$ cat src/rtl/matmul_pkg.sv
// Shared types and default sizing for the matrix-product sequencer.
// The optional sticky overflow flag is enabled with MATMUL_OVF_FLAG_EN (see matmul_ctrl).
package matmul_pkg;

  typedef enum logic [1:0] {IDLE, MAC, WRITE, DONE} state_t;

  localparam int M_DEF  = 2;
  localparam int DW_DEF = 8;
  localparam int RW_DEF = 3 * DW_DEF;

  localparam int IDXW = (M_DEF > 1) ? $clog2(M_DEF) : 1;

endpackage

$ cat src/rtl/matmul_idx_counter.sv
// Nested k (inner), j, i (outer) index counters for walking an MxM product.
// k advances per MAC step; inc_ij ends an element by clearing k and stepping j/i.
module matmul_idx_counter #(
  parameter int M  = 2,
  parameter int DW = 8
) (
  input  logic          clk,
  input  logic          rst,
  input  logic          clr,
  input  logic          inc_k,
  input  logic          inc_ij,
  output logic [DW-1:0] i,
  output logic [DW-1:0] j,
  output logic [DW-1:0] k,
  output logic          last_k,
  output logic          last_elem
);

  localparam logic [DW-1:0] LAST = DW'(M - 1);

  always_ff @(posedge clk) begin
    if (rst || clr) begin
      i <= '0;
      j <= '0;
      k <= '0;
    end else if (inc_ij) begin
      k <= '0;
      if (j == LAST) begin
        j <= '0;
        i <= i + DW'(1);
      end else begin
        j <= j + DW'(1);
      end
    end else if (inc_k) begin
      k <= k + DW'(1);
    end
  end

  assign last_k    = (k == LAST);
  assign last_elem = (i == LAST) && (j == LAST);

endmodule

$ cat src/rtl/matmul_ctrl.sv
// Sequences C = A x B: M MAC cycles then one WRITE per element, then a DONE pulse.
// Define MATMUL_OVF_FLAG_EN to add the sticky ovf output (result exceeded DW bits).
module matmul_ctrl
  import matmul_pkg::*;
#(
  parameter int M  = M_DEF,
  parameter int DW = DW_DEF,
  parameter int RW = RW_DEF
) (
  input  logic          clk,
  input  logic          rst,
  input  logic          start,
  output logic          busy,
  output logic          done,
  output logic [DW-1:0] aRow,
  output logic [DW-1:0] aCol,
  output logic [DW-1:0] bRow,
  output logic [DW-1:0] bCol,
  input  logic [DW-1:0] aData,
  input  logic [DW-1:0] bData,
  output logic          writeEn,
  output logic [DW-1:0] rowSel,
  output logic [DW-1:0] colSel,
  output logic [RW-1:0] in
`ifdef MATMUL_OVF_FLAG_EN
  ,
  output logic          ovf
`endif
);

  state_t          state;
  logic [RW-1:0]   acc;
  logic [DW-1:0]   i, j, k;
  logic            lastK, lastElem;
  logic            clr, incK, incIj;
  logic            macPhase, wrPhase;
  logic [2*DW-1:0] prod;

  assign macPhase = (state == MAC);
  assign wrPhase  = (state == WRITE);

  // Operands widened first so the product keeps all 2*DW bits.
  assign prod = {{DW{1'b0}}, aData} * {{DW{1'b0}}, bData};

  assign clr   = ((state == IDLE) && start) || (wrPhase && lastElem);
  assign incK  = macPhase && !lastK;
  assign incIj = wrPhase && !lastElem;

  matmul_idx_counter #(
    .M  (M),
    .DW (DW)
  ) idxCounter (
    .clk       (clk),
    .rst       (rst),
    .clr       (clr),
    .inc_k     (incK),
    .inc_ij    (incIj),
    .i         (i),
    .j         (j),
    .k         (k),
    .last_k    (lastK),
    .last_elem (lastElem)
  );

  always_ff @(posedge clk) begin
    if (rst) begin
      state   <= IDLE;
      acc     <= '0;
      busy    <= 1'b0;
      done    <= 1'b0;
      writeEn <= 1'b0;
    end else begin
      case (state)
        IDLE: begin
          if (start) begin
            state <= MAC;
            busy  <= 1'b1;
          end
        end
        MAC: begin
          // k==0 starts a fresh dot product, so no residue survives between elements or runs.
          acc <= ((k == '0) ? '0 : acc) + RW'(prod);
          if (lastK) begin
            state   <= WRITE;
            writeEn <= 1'b1;
          end
        end
        WRITE: begin
          writeEn <= 1'b0;
          if (lastElem) begin
            state <= DONE;
            done  <= 1'b1;
          end else begin
            state <= MAC;
          end
        end
        DONE: begin
          done  <= 1'b0;
          busy  <= 1'b0;
          state <= IDLE;
        end
        default: state <= IDLE;
      endcase
    end
  end

  // Addresses are only meaningful in their own phase; zero elsewhere keeps the buses quiet.
  assign aRow   = macPhase ? i : '0;
  assign aCol   = macPhase ? k : '0;
  assign bRow   = macPhase ? k : '0;
  assign bCol   = macPhase ? j : '0;
  assign rowSel = wrPhase  ? i : '0;
  assign colSel = wrPhase  ? j : '0;
  assign in     = acc;

`ifdef MATMUL_OVF_FLAG_EN
  always_ff @(posedge clk) begin
    if (rst) begin
      ovf <= 1'b0;
    end else if ((state == IDLE) && start) begin
      ovf <= 1'b0;
    end else if (wrPhase && (acc[RW-1:DW] != '0)) begin
      ovf <= 1'b1;
    end
  end
`endif

endmodule
$ cat config.mk
export PLATFORM = sky130hd
export DESIGN_NAME = matmul_ctrl
export DESIGN_NICKNAME = d
export VERILOG_FILES = /design/src/rtl/matmul_pkg.sv /design/src/rtl/matmul_idx_counter.sv /design/src/rtl/matmul_ctrl.sv
export SDC_FILE = /design/constraint.sdc
export NUM_CORES = 1
export LEC_CHECK = 0
export CORE_MARGIN = 3
export CORE_UTILIZATION = 59
export CTS_CLUSTER_DIAMETER = 150
export DETAILED_ROUTE_END_ITERATION = 6
export PLACE_DENSITY = 0.91
export SLEW_MARGIN = 20
export SYNTH_ARGS = -nofsm -noshare
export SYNTH_HDL_FRONTEND = slang
export SYNTH_SLANG_ARGS = --single-unit
$ cat constraint.sdc
create_clock -name clk -period 16.2 [get_ports clk]
set_input_delay 4.05 -clock clk [delete_from_list [all_inputs] [get_ports clk]]
set_output_delay 4.05 -clock clk [all_outputs]
set_load 0.02 [all_outputs]
==> results by group, run 1 <==
Place
  – IO buf count: 93
  – Post-place instance area: 6420 sq um
  – Post-DP HPWL: 10,700 microns
  – GPL Wtd Cong: 0.881

Timing
  – Slew of the pin with the lowest slew margin: 0.997 ns
  – Unrepaired setup endpoints after global routing: false
  – Final Setup Violations: 0
  – Pins Over Slew Limit: 0
  – Final hold vios: 0
  – Setup TNS Final: 0 ns
  – Final Critical Period: 8.55 ns
  – Rel. slew slack: 0.336
  – Fin crit share: 0.528
  – Highest clock rate: 0.117 GHz
  – Clock Skews: 0.0101 ns

Logic synthesis
  – EDFF count, synth: 0
  – Async set or reset register ratio after synthesis: 0
  – Syn avg cell area: 8.26 sq um
  – Post-Synth Simple-Gate Area: 0.257
  – Sequential element share of the synthesized area: 0.194
  – Synthesized area: 5480 sq um
  – Post-synth cell types: 55
  – Mux cell area share after synthesis: 0.0119
  – Post-synthesis xor/xnor area fraction: 0.0448
  – Adder-cell share of the synthesized area: 0.292
  – Post-synthesis compound-gate area fraction: 0.115
  – Commonest register cell after synthesis: dfxtp_1
  – Largest family of logic cells by synthesized area: adder cells
  – Syn nets: 780
  – Syn. warnings: 0
  – Cells after synthesis: 663
  – Yosys reg bits: 53

Die
  – DIE WIDTH: 102 microns
  – Die ar.: 10,500 sq um
  – Initial Util: 0.619
  – Die extent in y: 102 microns
  – Row cnt: 34
  – Core outline area: 8850 sq um
  – Ports: 94

Min path
  – Worst hold path type: reg -> reg
  – Worst hold path stage count: 2
  – Hold path startpoint: done
  – Hold endpoint: done

Clocking
  – Clock transition at path regs: 0.10 ns
  – Clock Latency Late Sink: 0.32 ns
  – TritonCTS clock tree: built
  – Post_cts resized: 0
  – H-tree depth: 2
  – Clock Path Buffers: 2
  – CTS root buf: clkbuf_8
  – Clk sinks: 53
  – Clock buffer count from CTS: 5
  – Setup Fix Bufs, Post-CTS: 0
  – CTS Hold Bufs: 0

Outcome
  – Outcome: finished, final reports clean

Critical path
  – Critical-path cell list: clkdlybuf4s50_1 -> nand2_1 -> fa_1 -> inv_1 -> fa_1 -> ha_1 -> inv_1 -> fa_1 -> inv_1 -> ha_1 -> a211oi_1 -> o211ai_2 -> a21boi_1 -> a311oi_1 -> mux2_1
  – Crit Path Class: in -> reg
  – Worst Reg-to-Reg Cells: 16
  – CP max stage delay: 0.63 ns
  – Slowest CP cell: clkdlybuf4s50_1
  – Worst setup EP type: flop
  – Reg-to-reg startpoint: idxCounter.k[4]
  – Crit path launch type: primary input
  – Worst Path Max Fanout: 8
  – Crit path required time: 16.40 ns
  – CP arrival: 8.75 ns
  – Capturing point of the worst reg2reg path: in[22]
  – Setup slack, reg-to-reg: 10.76 ns

Drt
  – Via count: 4,809
  – Routed Antenna Nets: 0
  – DR vias/cell: 5.68
  – Final WL: 13,300 microns
  – Post-route DRC: 0
  – First-pass detailed-route iteration total: 5
  – WL/cell: 15.7 microns
  – Starting DRT DRC Count: 205

Layout
  – Most frequent cells in the layout: 93 x clkdlybuf4s50_1, 86 x inv_1, 84 x and2_1
  – Share of cells above drive strength 1: 0.0352
  – Antenna cells: 0
  – Final Instance Area: 6500 sq um
  – Fillers: 677
  – Most common cell after layout, fill and taps aside: clkdlybuf4s50_1
  – Layout Nets: 856
  – P&R area growth vs syn: 18.7%

Global route
  – Vias in the first global route: 4,848
  – GRT Total Usage: 0.266
  – First-pass GRT wire length: 22,400 microns
  – Initial antenna violation count: 0
  – Largest net degree at the start of global routing: 30
  – Overflow after GRT: 0

Power
  – Pwr Density: 84.1 nW/um^2
  – Static leakage: 2.96 nW
  – Max VDD drop: 51.9 uV

Run
  – Max Cap Viol: 0
routing by layer:
| layer | wire length [microns] | track usage |
|---|---|---|
| met3 | 707 | 0.0362 |
| met1 | 5650 | 0.348 |
| met4 | 225 | 0.0747 |
| met2 | 6740 | 0.462 |
| met5 | 0 | 0 |
final cells by class:
cell class | count | area, sq um | share of cell area
multi-input combinational | 498 | 3950 | 0.608
sequential | 53 | 1060 | 0.163
timing repair buffer | 95 | 946 | 0.145
inverter | 86 | 323 | 0.0496
tap | 108 | 135 | 0.0208
clock buffer | 5 | 68.8 | 0.0106
clock inverter | 2 | 16.3 | 0.00250
cells by family after synthesis:
kind of cell               count (synthesis)
AOI/OAI and AO/OA                         99
muxes                                      6
DFF                                       53
and+or+nand+nor                          267
buffers and inverters                    112
adders and majority gates                 98
xor gates and xnor gates                  28
worst max-delay path by stage:
stage,to,startpoint,depth (start not counted)
finish,in[22],aData[3],15
global route,in[23],aData[3],14
CTS,in[22],aData[0],15
detailed placement,in[21],aData[3],14
global placement,in[23],aData[3],14
floorplan,in[21],aData[3],13
stage by stage:
stage                     instances  power [mW]   util  setup slack, ns  hold WS [ns]
final                           847       0.547  0.735             7.65         0.472
after CTS                       847       0.545  0.735             7.68         0.467
after global routing            847       0.593  0.735             7.45         0.488
after floorplan                 663       0.383      -             8.23         0.499
after global placement          840       0.454  0.725             7.48         0.451
after detailed placement        840       0.469  0.725             7.37         0.451
sequential cells by signal (all words and copies together) (netlist names):
name,cells
busy,1
idxCounter.i,8
writeEn,1
state,2
done,1
idxCounter.k,8
in,24
idxCounter.j,8
report_power, final:
part / leakage, nW / internal [mW] / switching [mW]
Clock: 0.0402 / 0.0299 / 0.0460
Combinational: 2.49 / 0.129 / 0.191
Sequential: 0.430 / 0.141 / 0.0102
cells in the mapped netlist, types with 4 or more instances:
cell type	count	area (sq um)
a211oi_1	9	67.6
a21o_1	9	67.6
a21oi_1	38	190
and2_1	84	526
and3_1	11	68.8
buf_4	9	67.6
clkbuf_1	13	48.8
dfxtp_1	53	1060
fa_1	50	1000
ha_1	48	601
inv_1	86	323
nand2_1	79	297
nand3_1	18	90.1
nand4_1	6	37.5
nor2_1	37	139
nor2_2	4	25.0
nor3_1	4	20.0
o211a_1	4	40.0
o21ai_0	15	75.1
xnor2_1	7	61.3
xor2_1	21	184
worst max-delay path, delay by kind of cell:
family | cells | cell delay (ns)
buffers and inverters | 4 | 0.82
adder cells (fa/ha/maj) | 5 | 2.18
AND/OR/NAND/NOR | 1 | 0.13
AO/OA/AOI/OAI | 4 | 1.22
multiplexers | 1 | 0.34
Note: power is estimated with default switching activity, not from simulation.
==> run 2, diff against run 1 <==
--- a/config.mk
+++ b/config.mk
@@ -6,10 +6,10 @@
 export NUM_CORES = 1
 export LEC_CHECK = 0
 export CORE_MARGIN = 3
-export CORE_UTILIZATION = 59
+export CORE_UTILIZATION = 50
 export CTS_CLUSTER_DIAMETER = 150
 export DETAILED_ROUTE_END_ITERATION = 6
-export PLACE_DENSITY = 0.91
+export PLACE_DENSITY = 0.82
 export SLEW_MARGIN = 20
 export SYNTH_ARGS = -nofsm -noshare
 export SYNTH_HDL_FRONTEND = slang
==> constraint.sdc (replaced) <==
create_clock -name clk -period 7.25 [get_ports clk]
set_input_delay 1.8125 -clock clk [delete_from_list [all_inputs] [get_ports clk]]
set_output_delay 1.8125 -clock clk [all_outputs]
set_load 0.02 [all_outputs]
==> results by group, run 2 (synthesis results as in run 1) <==
Timing
  – Final hold vios: 0 (unchanged)
  – Setup TNS Final: 0 ns (unchanged)
  – Rel. slew slack: 0.325 (-0.0109)
  – Pins Over Slew Limit: 0 (unchanged)
  – Final Setup Violations: 0 (unchanged)
  – WHS: 0.470 ns (-0.00210 ns)
  – Final Critical Period: 6.21 ns
  – Slew of the pin with the lowest slew margin: 1.01 ns (+0.0164 ns)
  – Highest clock rate: 0.161 GHz
  – Unrepaired setup endpoints after global routing: false
  – Fin crit share: 0.857
  – Clock Skews: 0.00454 ns (-0.00560 ns)

Die
  – Initial Util: 0.521 (-0.0978)
  – DIE WIDTH: 111 microns (+8.1%)
  – Row cnt: 37 (+8.8%)
  – Die ar.: 12,200 sq um (+17%)
  – Die extent in y: 111 microns (+8.1%)
  – Core outline area: 10,500 sq um (+19%)
  – Ports: 94 (unchanged)

Critical path
  – Worst Path Max Fanout: 8 (unchanged)
  – Crit path launch type: primary input
  – Reg-to-reg startpoint: idxCounter.k[4]
  – Crit path required time: 7.45 ns (-8.95 ns)
  – Capturing point of the worst reg2reg path: in[22]
  – Crit Path Class: in -> reg
  – Setup slack, reg-to-reg: 1.95 ns (-8.81 ns)
  – CP arrival: 6.42 ns (-2.33 ns)
  – Worst Reg-to-Reg Cells: 16 (unchanged)
  – Worst setup EP type: flop

Drt
  – WL met1: 5860 microns (+3.8%)
  – Max Used Layer: met4
  – Routed Antenna Nets: 0 (unchanged)
  – WL/cell: 15.0 microns (-4.6%)
  – Via count: 4,700 (-2.3%)
  – DR vias/cell: 5.37 (-5.5%)
  – First-pass detailed-route iteration total: 5 (unchanged)
  – Met3 wire len: 783 microns (+11%)
  – Final WL: 13,100 microns (-1.3%)
  – Starting DRT DRC Count: 278 (+36%)
  – Post-route DRC: 0 (unchanged)
  – Met2 WL: 6370 microns (-5.5%)

Outcome
  – Outcome: finished, final reports clean

Global route
  – Vias in the first global route: 4,978 (+2.7%)
  – GRT Total Usage: 0.219 (-0.0465)
  – Initial antenna violation count: 0 (unchanged)
  – First-pass GRT wire length: 23,100 microns (+3.1%)
  – Overflow after GRT: 0 (unchanged)
  – Largest net degree at the start of global routing: 36 (+20%)

Layout
  – Antenna cells: 0 (unchanged)
  – Layout Nets: 856 (unchanged)
  – Final cell count without fillers: 876 (+3.4%)
  – Flip-flop count of the largest register after layout: 24 (unchanged)
  – Most common cell after layout, fill and taps aside: clkdlybuf4s50_1
  – Share of cells above drive strength 1: 0.0365 (+0.00130)
  – Most frequent cells in the layout: 93 x clkdlybuf4s50_1, 86 x inv_1, 84 x and2_1
  – P&R area growth vs syn: 19.5%

Clocking
  – CTS root buf: clkbuf_8
  – Clock Latency Late Sink: 0.31 ns (about the same)
  – Clock transition at path regs: 0.10 ns (about the same)
  – CTS Hold Bufs: 0 (unchanged)
  – Clock Path Buffers: 2 (unchanged)
  – H-tree depth: 2 (unchanged)
  – Setup Fix Bufs, Post-CTS: 0 (unchanged)
  – Post_cts resized: 0 (unchanged)
  – Clk sinks: 53 (unchanged)
  – TritonCTS clock tree: built
  – Clock buffer count from CTS: 5 (unchanged)

Power
  – Static leakage: 2.97 nW (+0.27%)
  – Max VDD drop: 108 uV (+110%)
  – Pwr Density: 185 nW/um^2 (+120%)

Place
  – Post-DP HPWL: 10,600 microns (-0.83%)
  – IO buf count: 93 (unchanged)
  – GPL Wtd Cong: 0.946 (+7.4%)
  – Placed insts: 868 (+3.3%)

Min path
  – Hold path startpoint: done
  – Worst hold path type: reg -> reg
  – Worst hold path stage count: 2 (unchanged)
  – Hold endpoint: done

Run
  – Max Cap Viol: 0 (unchanged)
==> run 2: cell types whose count changed in the layout (fill, tap and decap cells not counted) <==
| cell | previous run | this run |
|---|---|---|
| clkinv_2 | 0 | 1 |
| clkinvlp_4 | 1 | 0 |
| clkinv_4 | 1 | 2 |
==> run 2: worst max-delay path by stage <==
stage                         from      to  slack [ns]  cells past startpoint
after CTS                 aData[3]  in[23]        1.03                     14
after global routing      aData[3]  in[23]        0.72                     14
after floorplan           aData[3]  in[21]        1.52                     13
after detailed placement  aData[3]  in[23]        0.72                     14
final                     bData[7]  in[22]        1.04                     15
after global placement    bData[4]  in[21]        0.79                     15
==> run 2: critical path, stage by stage <==
cell and delay, ns:
clkdlybuf4s50_1 0.62, nand2_1 0.12, fa_1 0.52, fa_1 0.55
inv_1 0.06, fa_1 0.54, inv_1 0.06, fa_1 0.53
inv_1 0.04, ha_1 0.34, o211ai_1 0.15, o211ai_2 0.30
a21boi_1 0.18, a311oi_1 0.27, mux2_1 0.34
==> run 2: metrics by stage <==
stage                     area [sq um]   util  setup slack, ns  power [mW]
after detailed placement          6450  0.614            0.716        1.04
after global routing              6550  0.623            0.723        1.32
after floorplan                   5480      -             1.52       0.857
after global placement            6450  0.614            0.792        1.02
final                             6550  0.623             1.04        1.21
after CTS                         6550  0.623             1.03        1.22
==> run 2: report_power, final <==
part | internal [mW] | switching [mW]
sequential | 0.314 | 0.0245
clock | 0.0688 | 0.103
combinational | 0.287 | 0.416
==> run 2: cell type report <==
class / instances / area (sq um)
fillers: 905 / 3960
repair buffers: 95 / 946
inverters: 86 / 323
clock buffers: 5 / 68.8
flip-flops and latches: 53 / 1060
clock inverters: 3 / 22.5
multi-input cells: 498 / 3950
well taps: 136 / 170
==> run 2: per-layer routing <==
layer | up-vias | GRT usage
li1 | 2299 | -
met1 | 2253 | 0.288
met2 | 134 | 0.378
met3 | 14 | 0.0453
met4 | 0 | 0.0394
met5 | - | 0
